$ cat config.mk
export PLATFORM = sky130hd
export DESIGN_NAME = req_encoder_4x2
export DESIGN_NICKNAME = d
export VERILOG_FILES = /design/src/rtl/req_encoder_4x2.sv
export SDC_FILE = /design/constraint.sdc
export NUM_CORES = 1
export LEC_CHECK = 0
export CAP_MARGIN = 40
export CORE_MARGIN = 2
export CORE_UTILIZATION = 27
export CTS_CLUSTER_DIAMETER = 30
export DETAILED_ROUTE_END_ITERATION = 12
export SETUP_SLACK_MARGIN = 0.4
export SYNTH_ARGS = -nofsm -noshare
export SYNTH_HDL_FRONTEND = slang
export SYNTH_SLANG_ARGS = --single-unit
$ cat constraint.sdc
create_clock -name clk -period 8.2 [get_ports clk]
set_input_delay 2.05 -clock clk [delete_from_list [all_inputs] [get_ports clk]]
set_output_delay 2.05 -clock clk [all_outputs]
set_load 0.05 [all_outputs]
$ cat src/rtl/req_encoder_4x2.sv
// Sequential 4-to-2 request encoder: rising edges on req become sticky pending
// flags, one of which is encoded per cycle onto a valid/ready output register.
// Define REQ_ENCODER_ROUND_ROBIN_EN for round-robin selection (fixed 3>2>1>0 otherwise).
module req_encoder_4x2 #(
  parameter int CNT_W = 8
) (
  input  logic             clk,
  input  logic             rst_n,
  input  logic [3:0]       req,
  input  logic             out_ready,
  output logic             out_valid,
  output logic [1:0]       out_idx,
  output logic [3:0]       pending,
  output logic [CNT_W-1:0] drop_cnt
);

  typedef enum logic {EMPTY = 1'b0, FULL = 1'b1} state_t;

  localparam int               SUM_W   = CNT_W + 3;
  localparam logic [CNT_W-1:0] CNT_MAX = '1;

  state_t           state_q, state_d;
  logic [3:0]       req_q;
  logic [3:0]       pending_q, pending_d;
  logic [1:0]       out_idx_q, out_idx_d;
  logic [CNT_W-1:0] drop_cnt_q, drop_cnt_d;

  logic [3:0]       rise;
  logic [3:0]       load_mask;
  logic [3:0]       drop_bits;
  logic [1:0]       sel_idx;
  logic             load;
  logic [2:0]       drop_num;
  logic [SUM_W-1:0] drop_sum;

  assign rise = req & ~req_q;
  assign load = (pending_q != 4'b0000) && ((state_q == EMPTY) || out_ready);

`ifdef REQ_ENCODER_ROUND_ROBIN_EN
  logic [1:0] ptr_q, ptr_d;

  // Walk from the farthest offset back to ptr so the nearest pending bit wins.
  always_comb begin
    sel_idx = ptr_q;
    for (int k = 3; k >= 0; k--) begin
      if (pending_q[ptr_q + 2'(k)]) begin
        sel_idx = ptr_q + 2'(k);
      end
    end
  end

  assign ptr_d = load ? (sel_idx + 2'd1) : ptr_q;

  always_ff @(posedge clk or negedge rst_n) begin
    if (!rst_n) begin
      ptr_q <= 2'd0;
    end else begin
      ptr_q <= ptr_d;
    end
  end
`else
  always_comb begin
    sel_idx = 2'd0;
    for (int k = 0; k < 4; k++) begin
      if (pending_q[k]) begin
        sel_idx = 2'(k);
      end
    end
  end
`endif

  // A rise on the bit being loaded re-arms it (set wins) and is not a drop.
  for (genvar gi = 0; gi < 4; gi++) begin : g_bit
    assign load_mask[gi] = load && (sel_idx == 2'(gi));
    assign drop_bits[gi] = rise[gi] && pending_q[gi] && !load_mask[gi];
    assign pending_d[gi] = rise[gi] || (pending_q[gi] && !load_mask[gi]);
  end

  always_comb begin
    drop_num   = 3'($countones(drop_bits));
    drop_sum   = SUM_W'(drop_cnt_q) + SUM_W'(drop_num);
    drop_cnt_d = (drop_sum > SUM_W'(CNT_MAX)) ? CNT_MAX : drop_sum[CNT_W-1:0];
  end

  assign out_idx_d = load ? sel_idx : out_idx_q;

  always_ff @(posedge clk or negedge rst_n) begin
    if (!rst_n) begin
      state_q <= EMPTY;
    end else begin
      state_q <= state_d;
    end
  end

  always_comb begin
    state_d = state_q;
    if (load) begin
      state_d = FULL;
    end else if ((state_q == FULL) && out_ready) begin
      state_d = EMPTY;
    end
  end

  always_comb begin
    out_valid = (state_q == FULL);
  end

  always_ff @(posedge clk or negedge rst_n) begin
    if (!rst_n) begin
      req_q      <= 4'b0000;
      pending_q  <= 4'b0000;
      out_idx_q  <= 2'd0;
      drop_cnt_q <= '0;
    end else begin
      req_q      <= req;
      pending_q  <= pending_d;
      out_idx_q  <= out_idx_d;
      drop_cnt_q <= drop_cnt_d;
    end
  end

  assign out_idx  = out_idx_q;
  assign pending  = pending_q;
  assign drop_cnt = drop_cnt_q;

endmodule

### Yosys cells after proc, flatten, opt, wreduce, memory -nomap -nowiden

Cells that the tools add are included.

* eq/ne operators: 3
* $add $sub $neg: 4
* muxes and demuxes: 6
* order comparisons: 1
* bitwise gates (word level): 3
* reductions and logical operators: 30

Operators by type and width (count)
* $logic_and 1x1->1: 18
* $add 8x3->9: 1
* $gt 9x8->1 const B: 1
* $mux 8: 1
* $logic_or 1x1->1: 5
* $add 1x1->2: 2
* $and 4x4->4: 1
* $eq 2x2->1 const B: 2
* $logic_not 1->1: 4
* $mux 2: 2
* $not 4->4: 1
* $reduce_bool 4->1: 1
* $add 2x2->3: 1
* $mux 1: 3
* $eq 2x1->1 const B: 1
* $logic_not 2->1: 1
* $reduce_bool 2->1: 1
* $not 1->1: 1

* output and inout bits: 15
* register bits: 19
* word-level logic and storage cells: 52

### Depth between registers and ports, before layout

* depth in word-level cells: 12
* gate-level depth with buffers: 12
* gate-level depth less buffers: 12

### Worst setup path after synthesis

Ideal clock, no wire load.

* path type: input port to flip-flop
* from: input out_ready
* to: register drop_cnt_q[1], in the netlist drop_cnt[1]
* setup slack: 3.694 ns
* path buffers: 0
* arrival: 4.433 ns
* cell stages on the path: 12
* cell sequence: nor2b_4 nand2b_2 o21ai_1 or3_1 fa_1 fa_1 inv_1 fa_1 nand2_1 nor2_2 nand4_1 nand2b_1

* word-level cells in the longest chain between the ends: 10
* elaborated cells on any way between the ends: 20
* those cells by class: add/sub (4); order compare (1); mux (1); reduce/logical (14)

RTL lines
* from (decl): RTL line 10 `input logic out_ready,`
* $logic_or 1x1->1 (*): RTL line 37 `assign load = (pending_q != 4'b0000) && ((state_q == EMPTY) || out_ready);`
* $logic_and 1x1->1 (*): RTL line 37
* $logic_and 1x1->1: RTL line 74 `assign load_mask[gi] = load && (sel_idx == 2'(gi));`
* $logic_not 1->1: RTL line 75 `assign drop_bits[gi] = rise[gi] && pending_q[gi] && !load_mask[gi];`
* $logic_and 1x1->1: RTL line 75
* $add 1x1->2 (implied by the code): RTL line 80 `drop_num = 3'($countones(drop_bits));`
* $add 2x2->3 (implied by the code) (*): RTL line 80
* $add 8x3->9 (*): RTL line 81 `drop_sum = SUM_W'(drop_cnt_q) + SUM_W'(drop_num);`
* $gt 9x8->1: RTL line 82 `drop_cnt_d = (drop_sum > SUM_W'(CNT_MAX)) ? CNT_MAX : drop_sum[CNT_W-1:0];`
* $mux 8 (*): RTL line 82
* net drop_cnt_d[1]: RTL line 26 `logic [CNT_W-1:0] drop_cnt_q, drop_cnt_d;`
* to (signal assigned): RTL line 118 `drop_cnt_q <= drop_cnt_d;`
* to (decl): RTL line 26

Mark *: on every way through the listed nets, which the timed path passes. The rest lies on a longest branch.
A chain may end at the register's enable or synchronous reset.

### Worst setup path in the final report

Ends and elaborated chain as after synthesis.

==> out/qor.log <==
INFO  run_status     outcome=finished, final reports clean
INFO  critical_path  worst_setup_path_end_kind=flop
INFO  power_and_ir_drop max-vdd-ir-drop=0.1947mV
INFO  logic_synthesis synthTopCellsByArea=sky130_fd_sc_hd__dfrtp_1 55%, sky130_fd_sc_hd__fa_1 6.9%, sky130_fd_sc_hd__o21ai_0 5.2%
INFO  timing         max_clock_freq=204.2MHz
INFO  power_and_ir_drop switch_share=46.49%
INFO  logic_synthesis synth_cell_types=24
INFO  clock_network  count_of_h_tree_levels_built_during_cts=1
INFO  power_and_ir_drop netSwitchingPower=0.0001738W
INFO  power_and_ir_drop p_leak=0.5159nW
INFO  worst_hold_path hold_class=reg -> reg
INFO  logic_synthesis seq_area_frac_synth=54.68%
INFO  floorplanning  die_extent_in_x=60.75um
INFO  critical_path  reg2reg_slack=5120ps
INFO  floorplanning  design.die.area=0.003691mm2
INFO  floorplanning  die_span_in_y=60.75um
INFO  logic_synthesis synth_area=869.6um2
INFO  layout         final_net_count=118
INFO  power_and_ir_drop power_frac_comb=48.4%
INFO  floorplanning  floorplan.io_pins=22
INFO  route          antenna_violating_nets_post_route=0
INFO  layout         area_delta_synth_final=35.40%
INFO  clock_network  cts_num_sinks=19
INFO  clock_network  tritoncts=done
INFO  route          detail_route.vias_per_cell=4.427
INFO  logic_synthesis synth_area_leader_cell=sky130_fd_sc_hd__dfrtp_1
INFO  logic_synthesis post_synthesis_share_of_cell_area_spent_on_and_or_nand_and_nor_gates=16.40%
INFO  critical_path  required=8430ps
INFO  critical_path  crit_arrival=5130ps
INFO  clock_network  ctsHoldBuffers=0
INFO  worst_hold_path hold_path_startpoint=req_q[1]
INFO  timing         tightestPinTransition=502.2ps
INFO  timing         slew_violations=0
INFO  layout         final_common_cell=sky130_fd_sc_hd__clkdlybuf4s50_1
INFO  place          place_hpwl=1333um
INFO  timing         totalNegativeSetupSlack=0ps
INFO  power_and_ir_drop intPower=0.0002001W
INFO  clock_network  clock_slew_at_the_register_clock_pins_of_the_worst_setup_and_hold_paths=110ps
INFO  clock_network  ctsResizeCount=0
INFO  route          drt_iter0_drc=17
INFO  clock_network  cts_buffer_count=3
INFO  logic_synthesis synth_top_family_by_area=simple AND/OR/NAND/NOR gates
INFO  floorplanning  placement_row_count=20
INFO  route          wl=1749um
INFO  global_routing grt_antenna_before_repair=0
INFO  layout         final_cell_mix=21 x sky130_fd_sc_hd__clkdlybuf4s50_1, 19 x sky130_fd_sc_hd__dfrtp_1, 9 x sky130_fd_sc_hd__inv_1, 9 x sky130_fd_sc_hd__o21ai_0, 8 x sky130_fd_sc_hd__nand2_1
INFO  layout         share_of_post_route_cells_with_drive_strength_above_1=7.547%
INFO  power_and_ir_drop pwr_cell_area=317.6mW/mm2
INFO  clock_network  clkLatencyLatePin=290ps
INFO  layout         antenna-diode-count=0
INFO  logic_synthesis syn_area_per_cell=10.87um2
INFO  timing         rsz_0062_raised_after_global_routing=false
INFO  place          buffer_ports.inserted=21
INFO  global_routing grt_util_all_layers=10.40%
INFO  timing         setup_viol=0
INFO  clock_network  postCtsSetupRepairBufs=0
INFO  layout         post_route_cell_area=0.001177mm2
INFO  global_routing grt_pass1_vias=658
INFO  place          post_dp_cell_area=0.001150mm2
INFO  route          avg_wl_per_cell=11.66um
INFO  logic_synthesis syn_inst=80
INFO  place          gp_congestion=0.7731
INFO  logic_synthesis number_of_nets_produced_by_synthesis=91
INFO  floorplanning  initial_core_util=28.48%
INFO  floorplanning  floorplan.core_area=0.003053mm2
INFO  global_routing overflow=0
INFO  route          remaining_drc_errors=0
INFO  critical_path  rr_startpoint=out_valid
INFO  timing         period_minus_slack=4897ps
INFO  timing         worst_clock_skew=4.555ps
INFO  clock_network  cts.root.buffer_cell=sky130_fd_sc_hd__clkbuf_4
INFO  logic_synthesis synth_compound_gate_area_share=11.22%
INFO  power_and_ir_drop power=0.0003739W
INFO  logic_synthesis synth_top_area_share=54.68%
INFO  run            max_cap_violations=0
INFO  timing         period_utilisation_layout=59.72%
INFO  critical_path  cp-start-kind=primary input
INFO  logic_synthesis synth.yosys.warnings=0
INFO  power_and_ir_drop fraction_of_power_consumed_by_sequential_logic=38.8%
INFO  logic_synthesis postSynthRegisterBits=19
INFO  timing         final_hold_viol_count=0
INFO  global_routing largest_net_degree_at_the_start_of_global_routing=15
INFO  logic_synthesis synth.area.mux_share=3.453%
INFO  power_and_ir_drop p_clk_share=12.8%
INFO  route          firstDrtPassIters=4
INFO  global_routing global_route_wire_length_before_repair=2849um
INFO  critical_path  start_point_of_the_critical_path=out_ready
INFO  critical_path  path_max_fanout=7
INFO  critical_path  type_of_the_worst_setup_path=in -> reg
INFO  logic_synthesis synth_xor_area_share=2.014%
INFO  clock_network  cts-root-to-sink-buffers=2
INFO  timing         slew-limit-headroom=66.41%
INFO  logic_synthesis synth_adder_area_share=8.345%
INFO  route          route.vias.total=664
## kinds of logic (layout without fill, tap and decap cells)
family / Yosys count / after routing
adder cells (fa/ha/maj): 4 / 4
AO/OA/AOI/OAI: 17 / 17
multiplexers: 3 / 3
XOR/XNOR: 2 / 2
AND/OR/NAND/NOR: 26 / 26
flip-flops: 19 / 19
buffers and inverters: 9 / 35
## critical path, cell delays in order
cell	delay [ps]
sky130_fd_sc_hd__clkdlybuf4s50_1	440
sky130_fd_sc_hd__nor2b_4	200
sky130_fd_sc_hd__nand2b_2	160
sky130_fd_sc_hd__o21ai_1	60
sky130_fd_sc_hd__or3_1	340
sky130_fd_sc_hd__fa_1	500
sky130_fd_sc_hd__fa_1	450
sky130_fd_sc_hd__inv_1	80
sky130_fd_sc_hd__fa_1	230
sky130_fd_sc_hd__nand2_1	90
sky130_fd_sc_hd__nor2_2	150
sky130_fd_sc_hd__nand4_1	230
sky130_fd_sc_hd__nand2b_1	140
## sequential cells by signal (all words and copies together), names as in the netlist
register,cells
drop_cnt,8
out_idx,2
out_valid,1
pending,4
req_q,4
## power groups by stage
stage / Sequential, W / Combinational, W / Clock, W
detailed placement: 0.000147 / 0.000182 / 0
CTS: 0.000145 / 0.000183 / 0.0000507
finish: 0.000145 / 0.000181 / 0.0000479
floorplan: 0.000218 / 0.0000463 / 0
global route: 0.000150 / 0.000194 / 0.0000551
global placement: 0.000146 / 0.000180 / 0
## cell type report
cell class,count,area [um2]
well taps,44,55.05
clock inverters,1,5.005
flip-flops and latches,19,475.5
inverters,9,33.78
fillers,313,1876
multi-input cells,52,360.3
clock buffers,3,22.52
repair buffers,22,225.2
## Yosys cell counts
cell type,instances
sky130_fd_sc_hd__a21oi_1,2
sky130_fd_sc_hd__a31oi_1,2
sky130_fd_sc_hd__and2b_1,1
sky130_fd_sc_hd__dfrtp_1,19
sky130_fd_sc_hd__fa_1,3
sky130_fd_sc_hd__ha_1,1
sky130_fd_sc_hd__inv_1,9
sky130_fd_sc_hd__mux2i_1,3
sky130_fd_sc_hd__nand2_1,8
sky130_fd_sc_hd__nand2b_1,2
sky130_fd_sc_hd__nand2b_2,1
sky130_fd_sc_hd__nand3_1,1
sky130_fd_sc_hd__nand4_1,1
sky130_fd_sc_hd__nor2_1,4
sky130_fd_sc_hd__nor2_2,1
sky130_fd_sc_hd__nor2b_1,2
sky130_fd_sc_hd__nor2b_4,1
sky130_fd_sc_hd__o2111ai_1,1
sky130_fd_sc_hd__o21a_1,1
sky130_fd_sc_hd__o21ai_0,9
sky130_fd_sc_hd__o21ai_1,1
sky130_fd_sc_hd__o311ai_0,1
sky130_fd_sc_hd__or3_1,4
sky130_fd_sc_hd__xor2_1,2
## path summary, 6_finish.rpt
path,to,cells after the start
max,drop_cnt[1],13
min reg2reg,pending[1],1
max reg2reg,drop_cnt[1],12
min in group asynchronous,out_idx[1],1
min,pending[1],1
max in group asynchronous,drop_cnt[1],2
## layer usage
metal  GRT usage (%)  vias to the layer above  wire, um
li1                -                      318         -
met1           13.65                      327       845
met2           16.74                       19       805
met3           3.838                        0        97
met4           1.863                        0         0
met5               0                        -         0
## metrics by stage
step                      hold WS (ps)  instances  util (%)  setup WS, ps
after floorplan                  428.5         80         -          3694
after global placement           434.4        145     37.17          3061
after detailed placement         442.1        146     37.66          3011
after CTS                        450.3        150     38.57          3297
after global routing             500.8        150     38.57          3145
final                            451.2        150     38.57          3303
(Power assumes the default switching activity.)
